### src/rtl/sprite_compositor_if.sv
// Pixel-side bundle for the sprite compositor: raw video timing, the
// late-arriving background/sprite pixels, and the composited outputs.
interface sprite_compositor_if #(
    parameter int NUM_LAYERS = 4
);
    logic [10:0]              hcount_in;
    logic [9:0]               vcount_in;
    logic                     hsync_in;
    logic                     vsync_in;
    logic                     active_draw_in;
    logic                     new_frame_in;
    logic [23:0]              bg_rgb_in;
    logic [NUM_LAYERS*24-1:0] layer_rgb_in;
    logic [NUM_LAYERS-1:0]    layer_valid_in;

    logic [7:0]               red_out;
    logic [7:0]               green_out;
    logic [7:0]               blue_out;
    logic                     hsync_out;
    logic                     vsync_out;
    logic                     active_draw_out;
    logic [NUM_LAYERS-1:0]    collision_mask_out;
    logic                     collision_frame_out;
    logic [15:0]              collision_count_out;

    // Video source side: drives timing and pixels, receives the composite.
    modport master (
        output hcount_in, vcount_in, hsync_in, vsync_in, active_draw_in,
               new_frame_in, bg_rgb_in, layer_rgb_in, layer_valid_in,
        input  red_out, green_out, blue_out, hsync_out, vsync_out,
               active_draw_out, collision_mask_out, collision_frame_out,
               collision_count_out
    );

    // Compositor side.
    modport slave (
        input  hcount_in, vcount_in, hsync_in, vsync_in, active_draw_in,
               new_frame_in, bg_rgb_in, layer_rgb_in, layer_valid_in,
        output red_out, green_out, blue_out, hsync_out, vsync_out,
               active_draw_out, collision_mask_out, collision_frame_out,
               collision_count_out
    );
endinterface

### src/rtl/sprite_compositor.sv
// Final pixel stage: merges sprite layers over the background by fixed
// priority (layer 0 on top), realigns the raw video timing with the sprite
// pipeline latency, and reports per-frame overlaps between layer 0 (the
// player sprite) and every other layer.
//
// Stage "A" is the cycle where raw timing delayed by SYNC_DELAY lines up with
// the incoming pixels. Everything leaving the block is registered once after
// stage A. The raw hcount/vcount travel in the bundle for upstream use only;
// no decision here depends on the pixel position, so they are not delayed.
module sprite_compositor #(
    parameter int NUM_LAYERS = 4,
    parameter int SYNC_DELAY = 4
) (
    input  logic              pixel_clk_in,
    input  logic              rst_n_in,
    sprite_compositor_if.slave vid
);

    logic [SYNC_DELAY-1:0] hsync_sh;
    logic [SYNC_DELAY-1:0] vsync_sh;
    logic [SYNC_DELAY-1:0] active_sh;
    logic [SYNC_DELAY-1:0] new_frame_sh;

    logic a_hsync;
    logic a_vsync;
    logic a_active;
    logic a_new_frame;

    logic [23:0]           pix_sel;
    logic [NUM_LAYERS-1:0] contrib;
    logic [NUM_LAYERS-1:0] acc;

    logic [23:0]           rgb_q;
    logic                  hsync_q;
    logic                  vsync_q;
    logic                  active_q;
    logic [NUM_LAYERS-1:0] mask_q;
    logic                  frame_q;
    logic [15:0]           count_q;

    assign a_hsync     = hsync_sh[SYNC_DELAY-1];
    assign a_vsync     = vsync_sh[SYNC_DELAY-1];
    assign a_active    = active_sh[SYNC_DELAY-1];
    assign a_new_frame = new_frame_sh[SYNC_DELAY-1];

    // Delay raw timing by SYNC_DELAY so it lines up with the pixel inputs.
    always_ff @(posedge pixel_clk_in or negedge rst_n_in) begin
        if (!rst_n_in) begin
            hsync_sh     <= '0;
            vsync_sh     <= '0;
            active_sh    <= '0;
            new_frame_sh <= '0;
        end else begin
            hsync_sh[0]     <= vid.hsync_in;
            vsync_sh[0]     <= vid.vsync_in;
            active_sh[0]    <= vid.active_draw_in;
            new_frame_sh[0] <= vid.new_frame_in;
            for (int i = 1; i < SYNC_DELAY; i++) begin
                hsync_sh[i]     <= hsync_sh[i-1];
                vsync_sh[i]     <= vsync_sh[i-1];
                active_sh[i]    <= active_sh[i-1];
                new_frame_sh[i] <= new_frame_sh[i-1];
            end
        end
    end

    // Priority select: lowest valid layer wins, background otherwise, black in blanking.
    always_comb begin
        pix_sel = vid.bg_rgb_in;
        for (int i = NUM_LAYERS - 1; i >= 0; i--) begin
            if (vid.layer_valid_in[i]) begin
                pix_sel = vid.layer_rgb_in[24*i +: 24];
            end
        end
        if (!a_active) begin
            pix_sel = 24'h0;
        end
    end

    // This pixel's overlap between layer 0 and each other layer; bit 0 never set.
    always_comb begin
        contrib = '0;
        for (int i = 1; i < NUM_LAYERS; i++) begin
            contrib[i] = a_active & vid.layer_valid_in[0] & vid.layer_valid_in[i];
        end
    end

    // Output register for the composited pixel and the realigned timing.
    always_ff @(posedge pixel_clk_in or negedge rst_n_in) begin
        if (!rst_n_in) begin
            rgb_q    <= 24'h0;
            hsync_q  <= 1'b0;
            vsync_q  <= 1'b0;
            active_q <= 1'b0;
        end else begin
            rgb_q    <= pix_sel;
            hsync_q  <= a_hsync;
            vsync_q  <= a_vsync;
            active_q <= a_active;
        end
    end

    // Frame-long overlap accumulation; the boundary pixel starts the new frame.
    always_ff @(posedge pixel_clk_in or negedge rst_n_in) begin
        if (!rst_n_in) begin
            acc     <= '0;
            mask_q  <= '0;
            frame_q <= 1'b0;
            count_q <= 16'h0;
        end else begin
            frame_q <= 1'b0;
            if (a_new_frame) begin
                mask_q  <= acc;
                frame_q <= 1'b1;
                acc     <= contrib;
                if ((acc != '0) && (count_q != 16'hFFFF)) begin
                    count_q <= count_q + 16'd1;
                end
            end else begin
                acc <= acc | contrib;
            end
        end
    end

    assign vid.red_out             = rgb_q[23:16];
    assign vid.green_out           = rgb_q[15:8];
    assign vid.blue_out            = rgb_q[7:0];
    assign vid.hsync_out           = hsync_q;
    assign vid.vsync_out           = vsync_q;
    assign vid.active_draw_out     = active_q;
    assign vid.collision_mask_out  = mask_q;
    assign vid.collision_frame_out = frame_q;
    assign vid.collision_count_out = count_q;

endmodule

### src/flat_wrapper.sv
// flat-port wrapper written by rule: the top's interface ports become plain ports
module sprite_compositor_flat 
#(
    parameter int NUM_LAYERS = 4,
    parameter int SYNC_DELAY = 4
)
  (pixel_clk_in, rst_n_in, vid_hcount_in, vid_vcount_in, vid_hsync_in, vid_vsync_in, vid_active_draw_in, vid_new_frame_in, vid_bg_rgb_in, vid_layer_rgb_in, vid_layer_valid_in, vid_red_out, vid_green_out, vid_blue_out, vid_hsync_out, vid_vsync_out, vid_active_draw_out, vid_collision_mask_out, vid_collision_frame_out, vid_collision_count_out);
  sprite_compositor_if #(.NUM_LAYERS(NUM_LAYERS)) vid_i ();
  input  logic pixel_clk_in;
  input  logic rst_n_in;
  input wire logic [$bits(vid_i.hcount_in)-1:0] vid_hcount_in;
  input wire logic [$bits(vid_i.vcount_in)-1:0] vid_vcount_in;
  input wire logic [$bits(vid_i.hsync_in)-1:0] vid_hsync_in;
  input wire logic [$bits(vid_i.vsync_in)-1:0] vid_vsync_in;
  input wire logic [$bits(vid_i.active_draw_in)-1:0] vid_active_draw_in;
  input wire logic [$bits(vid_i.new_frame_in)-1:0] vid_new_frame_in;
  input wire logic [$bits(vid_i.bg_rgb_in)-1:0] vid_bg_rgb_in;
  input wire logic [$bits(vid_i.layer_rgb_in)-1:0] vid_layer_rgb_in;
  input wire logic [$bits(vid_i.layer_valid_in)-1:0] vid_layer_valid_in;
  output wire logic [$bits(vid_i.red_out)-1:0] vid_red_out;
  output wire logic [$bits(vid_i.green_out)-1:0] vid_green_out;
  output wire logic [$bits(vid_i.blue_out)-1:0] vid_blue_out;
  output wire logic [$bits(vid_i.hsync_out)-1:0] vid_hsync_out;
  output wire logic [$bits(vid_i.vsync_out)-1:0] vid_vsync_out;
  output wire logic [$bits(vid_i.active_draw_out)-1:0] vid_active_draw_out;
  output wire logic [$bits(vid_i.collision_mask_out)-1:0] vid_collision_mask_out;
  output wire logic [$bits(vid_i.collision_frame_out)-1:0] vid_collision_frame_out;
  output wire logic [$bits(vid_i.collision_count_out)-1:0] vid_collision_count_out;
  assign vid_i.hcount_in = vid_hcount_in;
  assign vid_i.vcount_in = vid_vcount_in;
  assign vid_i.hsync_in = vid_hsync_in;
  assign vid_i.vsync_in = vid_vsync_in;
  assign vid_i.active_draw_in = vid_active_draw_in;
  assign vid_i.new_frame_in = vid_new_frame_in;
  assign vid_i.bg_rgb_in = vid_bg_rgb_in;
  assign vid_i.layer_rgb_in = vid_layer_rgb_in;
  assign vid_i.layer_valid_in = vid_layer_valid_in;
  assign vid_red_out = vid_i.red_out;
  assign vid_green_out = vid_i.green_out;
  assign vid_blue_out = vid_i.blue_out;
  assign vid_hsync_out = vid_i.hsync_out;
  assign vid_vsync_out = vid_i.vsync_out;
  assign vid_active_draw_out = vid_i.active_draw_out;
  assign vid_collision_mask_out = vid_i.collision_mask_out;
  assign vid_collision_frame_out = vid_i.collision_frame_out;
  assign vid_collision_count_out = vid_i.collision_count_out;
  sprite_compositor #(.NUM_LAYERS(NUM_LAYERS), .SYNC_DELAY(SYNC_DELAY)) u_core (.pixel_clk_in(pixel_clk_in), .rst_n_in(rst_n_in), .vid(vid_i));
endmodule
### config.mk
export PLATFORM = sky130hd
export DESIGN_NAME = sprite_compositor_flat
export DESIGN_NICKNAME = d
export VERILOG_FILES = /design/src/rtl/sprite_compositor_if.sv /design/src/rtl/sprite_compositor.sv /design/src/flat_wrapper.sv
export SDC_FILE = /design/constraint.sdc
export NUM_CORES = 1
export LEC_CHECK = 0
export ABC_AREA = 1
export BUFFER_PORTS_ARGS = -buffer_cell sky130_fd_sc_hd__buf_2
export CAP_MARGIN = 20
export CORE_MARGIN = 1
export CORE_UTILIZATION = 41
export DETAILED_ROUTE_END_ITERATION = 8
export GPL_TIMING_DRIVEN = 0
export PLACE_DENSITY_LB_ADDON = 0.3
export SLEW_MARGIN = 5
export SYNTH_ARGS = -nofsm -noshare
export SYNTH_HDL_FRONTEND = slang
export SYNTH_SLANG_ARGS = --single-unit
### constraint.sdc
create_clock -name pixel_clk_in -period 1.79 [get_ports pixel_clk_in]
set_clock_uncertainty 0.05 [all_clocks]
set_input_delay 0.179 -clock pixel_clk_in [delete_from_list [all_inputs] [get_ports pixel_clk_in]]
set_output_delay 0.179 -clock pixel_clk_in [all_outputs]
set_load 0.05 [all_outputs]
==> summary.txt <==
Worst setup path
  – Crit path max fanout: 10
  – Crit path capture: u_core.vid.collision_count_out[9]
  – Crit path capture type: flop
  – R2r startpoint: u_core.vid.collision_count_out[0]
  – Critical Path Source: u_core.vid.collision_count_out[0]
  – RR Endpoint: u_core.vid.collision_count_out[9]
  – Kind of critical path: flop to flop
  – Crit start category: flop
  – WP data required: 1960 ps
  – Cells on worst reg2reg path: 10
  – CP arrival: 1790 ps
  – Reg2reg setup slack: ~180 ps

Timing
  – Endpoints failing setup: 0
  – Max_slew headroom: 44.2%
  – Final worst setup slack: 177 ps
  – Crit share post-route: 90.1%
  – Measured slew at the worst slew-check pin: 838 ps
  – Fin. max-slew vios: 0
  – Final setup TNS: 0 ps
  – Crit path time final: 1610 ps
  – Maximum clock rate: 620 MHz
  – RSZ-0062 raised after global routing: no
  – Final Hold Viols: 0

Final layout
  – Area Overhead vs Synth: 37.8%
  – Cell area after layout: 4600 um2
  – Reg area: 1650 um2
  – N_diodes: 0
  – Fill count: roughly 760
  – Area of the multi-input gates: 1470 um2
  – Nets: 752
  – Share of layout cells above drive strength 1: a little over a third
  – Final Util: 58.9%

Floorplan
  – Chip width: about 92 um
  – Initial core utilization: 42.7%
  – Die height: 92.2 um
  – IO Count: around 200
  – Row cnt: 32
  – Core area: 7810 um2
  – Area of the die: 8500 um2

Logic synthesis
  – Synth Area in Adders: 0.375%
  – Sequential area share after synthesis: 49.5%
  – Simple logic cell fraction of the synthesized area: approximately 25%
  – Largest family of logic cells by synthesized area: simple AND/OR/NAND/NOR gates
  – Cell Area, Synth: 3330 um2
  – Syn nets: 563
  – Seq cells post-synth: 66
  – Netlist cell types: 28
  – Post-synth top area share: 49.5%
  – YS warnings: 0
  – Compound-cell area share of the yosys netlist: around 17%
  – Synth area leaders: dfrtp_1 50%, nand2_1 12%, nand3_1 7.5%, a21oi_1 7.2%, o211ai_1 5.4%
  – Post-synthesis mux area share: 0%
  – Area share of xor/xnor cells in the synthesized design: 1.05%
  – Post-synth top area cell: dfrtp_1
  – Syn_area_per_cell: 8.11 um2
  – Mapped Cells: between 400 and 500

Place
  – Final HPWL DP: 8130 um
  – IO Port Bufs: approximately 170
  – Routability cong.: 0.883
  – Setup WS pre-CTS: 122 ps
  – Placed cell areas: about 4300 um2

Worst hold path
  – Min-Delay Path Class: primary input to flop

Global routing
  – Largest net degree at the start of global routing: between 60 and 70
  – GRT overflow: 0
  – Initial antenna violation count: 0
  – Global-route wire length before repair: ~17,000 um
  – Vias in the first global route: 3,663
  – GRT Total Usage: 26.5%

Routing
  – 1st-pass router iterations: 5
  – Total Wirelength: 10,700 um
  – Detailed Route Iter0 Violations: 156
  – Antenna-violating nets left: 0
  – WL/cell: 15.2 um
  – DRC: 0
  – Vias/cell: 5.12
  – Via count: 3,619

CTS
  – H-tree levels: 3
  – Sinks on Clock Net: 66
  – CTS tree: built
  – Root Driver: clkbuf_8
  – Clk buf depth: 2
  – CTS clk-pin slew, worst paths: 80 ps
  – Skew-Pair Late Insertion Delay: 340 ps
  – Post-CTS setup buffers: 0
  – CTS Buf Count: 9

Power
  – Part of the power in registers: between 40% and 50%
  – Leak: 2.34 nW
  – PwrDens: 898 nW/um2
  – Pint: 2.62 mW
  – Max rail drop VDD: 0.512 mV
  – Clock group share of total power: 32.0%
  – NetSw: 1.51 mW
  – Part of the power in combinational logic: 26.5%
  – Switch share: 36.6%

Flow run
  – Maxcap violations: 0

Run status
  – Status: completed
## registers in the layout (all words and copies together) (netlist names)
signal	flops
u_core.vid.vsync_out	1
u_core.hsync_sh	4
u_core.vid.hsync_out	1
u_core.vid.active_draw_out	1
u_core.acc	3
u_core.active_sh	4
u_core.vid.collision_frame_out	1
u_core.vid.collision_count_out	16
u_core.vid.collision_mask_out	3
u_core.vsync_sh	4
u_core.new_frame_sh	4
u_core.rgb_q	24
## worst min path at each step
stage / start / endpoint / slack, ps / cells past startpoint
after global placement: vid_vsync_in / u_core.vsync_sh[0] / 240 / 1
after detailed placement: vid_hsync_in / u_core.hsync_sh[0] / 240 / 1
final: vid_layer_valid_in[2] / u_core.acc[2] / 70 / 3
after floorplan: rst_n_in / u_core.acc[1] / -170 / 0
after CTS: vid_layer_valid_in[2] / u_core.acc[2] / 50 / 3
after global routing: vid_layer_rgb_in[5] / u_core.rgb_q[5] / 60 / 3
## logic make-up after synthesis
family                   Yosys count
AND/OR/NAND/NOR                  187
AO/OA/AOI/OAI                    102
flip-flops                        66
buffers and inverters             50
XOR/XNOR                           4
adder cells (fa/ha/maj)            1
other                              1
## power groups by stage
stage	clock [mW]	sequential [mW]	combinational [mW]
3_3_place_gp	0	1.73	1.06
5_1_grt	1.43	1.73	1.18
2_1_floorplan	0	2.08	0.357
4_1_cts	1.35	1.71	1.09
3_5_place_dp	0	1.74	1.08
6_report	1.32	1.71	1.09
## cells in the mapped netlist
master and number:
inv_2 1, xnor2_1 2, nand3_2 1, a21oi_1 48, nand3_1 50, clkbuf_1 15, clkinv_1 1, conb_1 1
nand3b_1 2, o211ai_1 24, nor2_4 3, dfrtp_1 66, buf_4 1, o21ai_0 30, nand2_1 108, ha_1 1
buf_1 2, buf_6 2, nand4_1 3, nor3_1 5, nor2_2 4, nand2_2 3, nand2_4 1, buf_2 7
xor2_1 2, nor2_1 6, nor3_2 1, inv_1 21
## layout make-up
cell class | count | share of cell area (%)
buffer | 27 | 2.80
clock buffer | 9 | 2.70
clock inverter | 7 | 1.82
inverter | 23 | 1.88
multi-input combinational | 295 | 32.0
sequential | 66 | 36.0
tap | 102 | 2.78
timing repair buffer | 178 | 20.0
## timing repair
| item | 4_1_cts | 5_1_grt |
|---|---|---|
| endpoints found under the setup margin | 0 | 3 |
| endpoints found under the hold margin | 70 | 0 |
| resized for setup | 0 | 1 |
| hold buffers | 5 | 0 |
## critical path, stage by stage (launching register included)
cell and delay [ps]:
dfrtp_2 430, ha_1 250, nand2_2 100, nor2_4 50, nand2_4 100, nor2_4 50
nor2_4 140, buf_6 160, nand2_1 50, nand2_1 50, nand2_1 50
## per-layer routing
metal / wire, um / part of all wire [%] / vias to the layer above / GRT usage, %
met3: 695 / 6.5 / 26 / 8.37
met4: 264 / 2.5 / 0 / 10.2
met1: 4340 / 40 / 1670 / 31.4
met2: 5440 / 51 / 159 / 44.8
met5: 0 / 0 / - / 0
li1: - / - / 1764 / -
## cell usage in the layout, fill, tap and decap left out, types with 2 or more instances in the layout
cell type / n
clkinv_4: 2
buf_1: 2
buf_6: 2
buf_2: 179
buf_4: 2
clkbuf_1: 15
nor2_4: 4
inv_1: 21
dfrtp_2: 2
nand4_1: 3
inv_6: 2
o21ai_0: 30
nor2_1: 6
dlygate4sd3_1: 5
xnor2_1: 2
o211ai_1: 24
clkbuf_8: 9
a21oi_1: 48
dfrtp_1: 64
nor3_1: 5
xor2_1: 2
nor2_2: 3
nand2_1: 108
nand2_2: 3
nand3b_1: 2
nand3_1: 50
## per-stage QoR
stage,instances,hold slack (ps),total power [mW]
4_1_cts,707,46.7,4.15
3_3_place_gp,686,237,2.79
2_1_floorplan,411,-167,2.43
3_5_place_dp,686,238,2.82
5_1_grt,707,61.9,4.34
6_report,707,69.7,4.13
(Power assumes the default switching activity.)
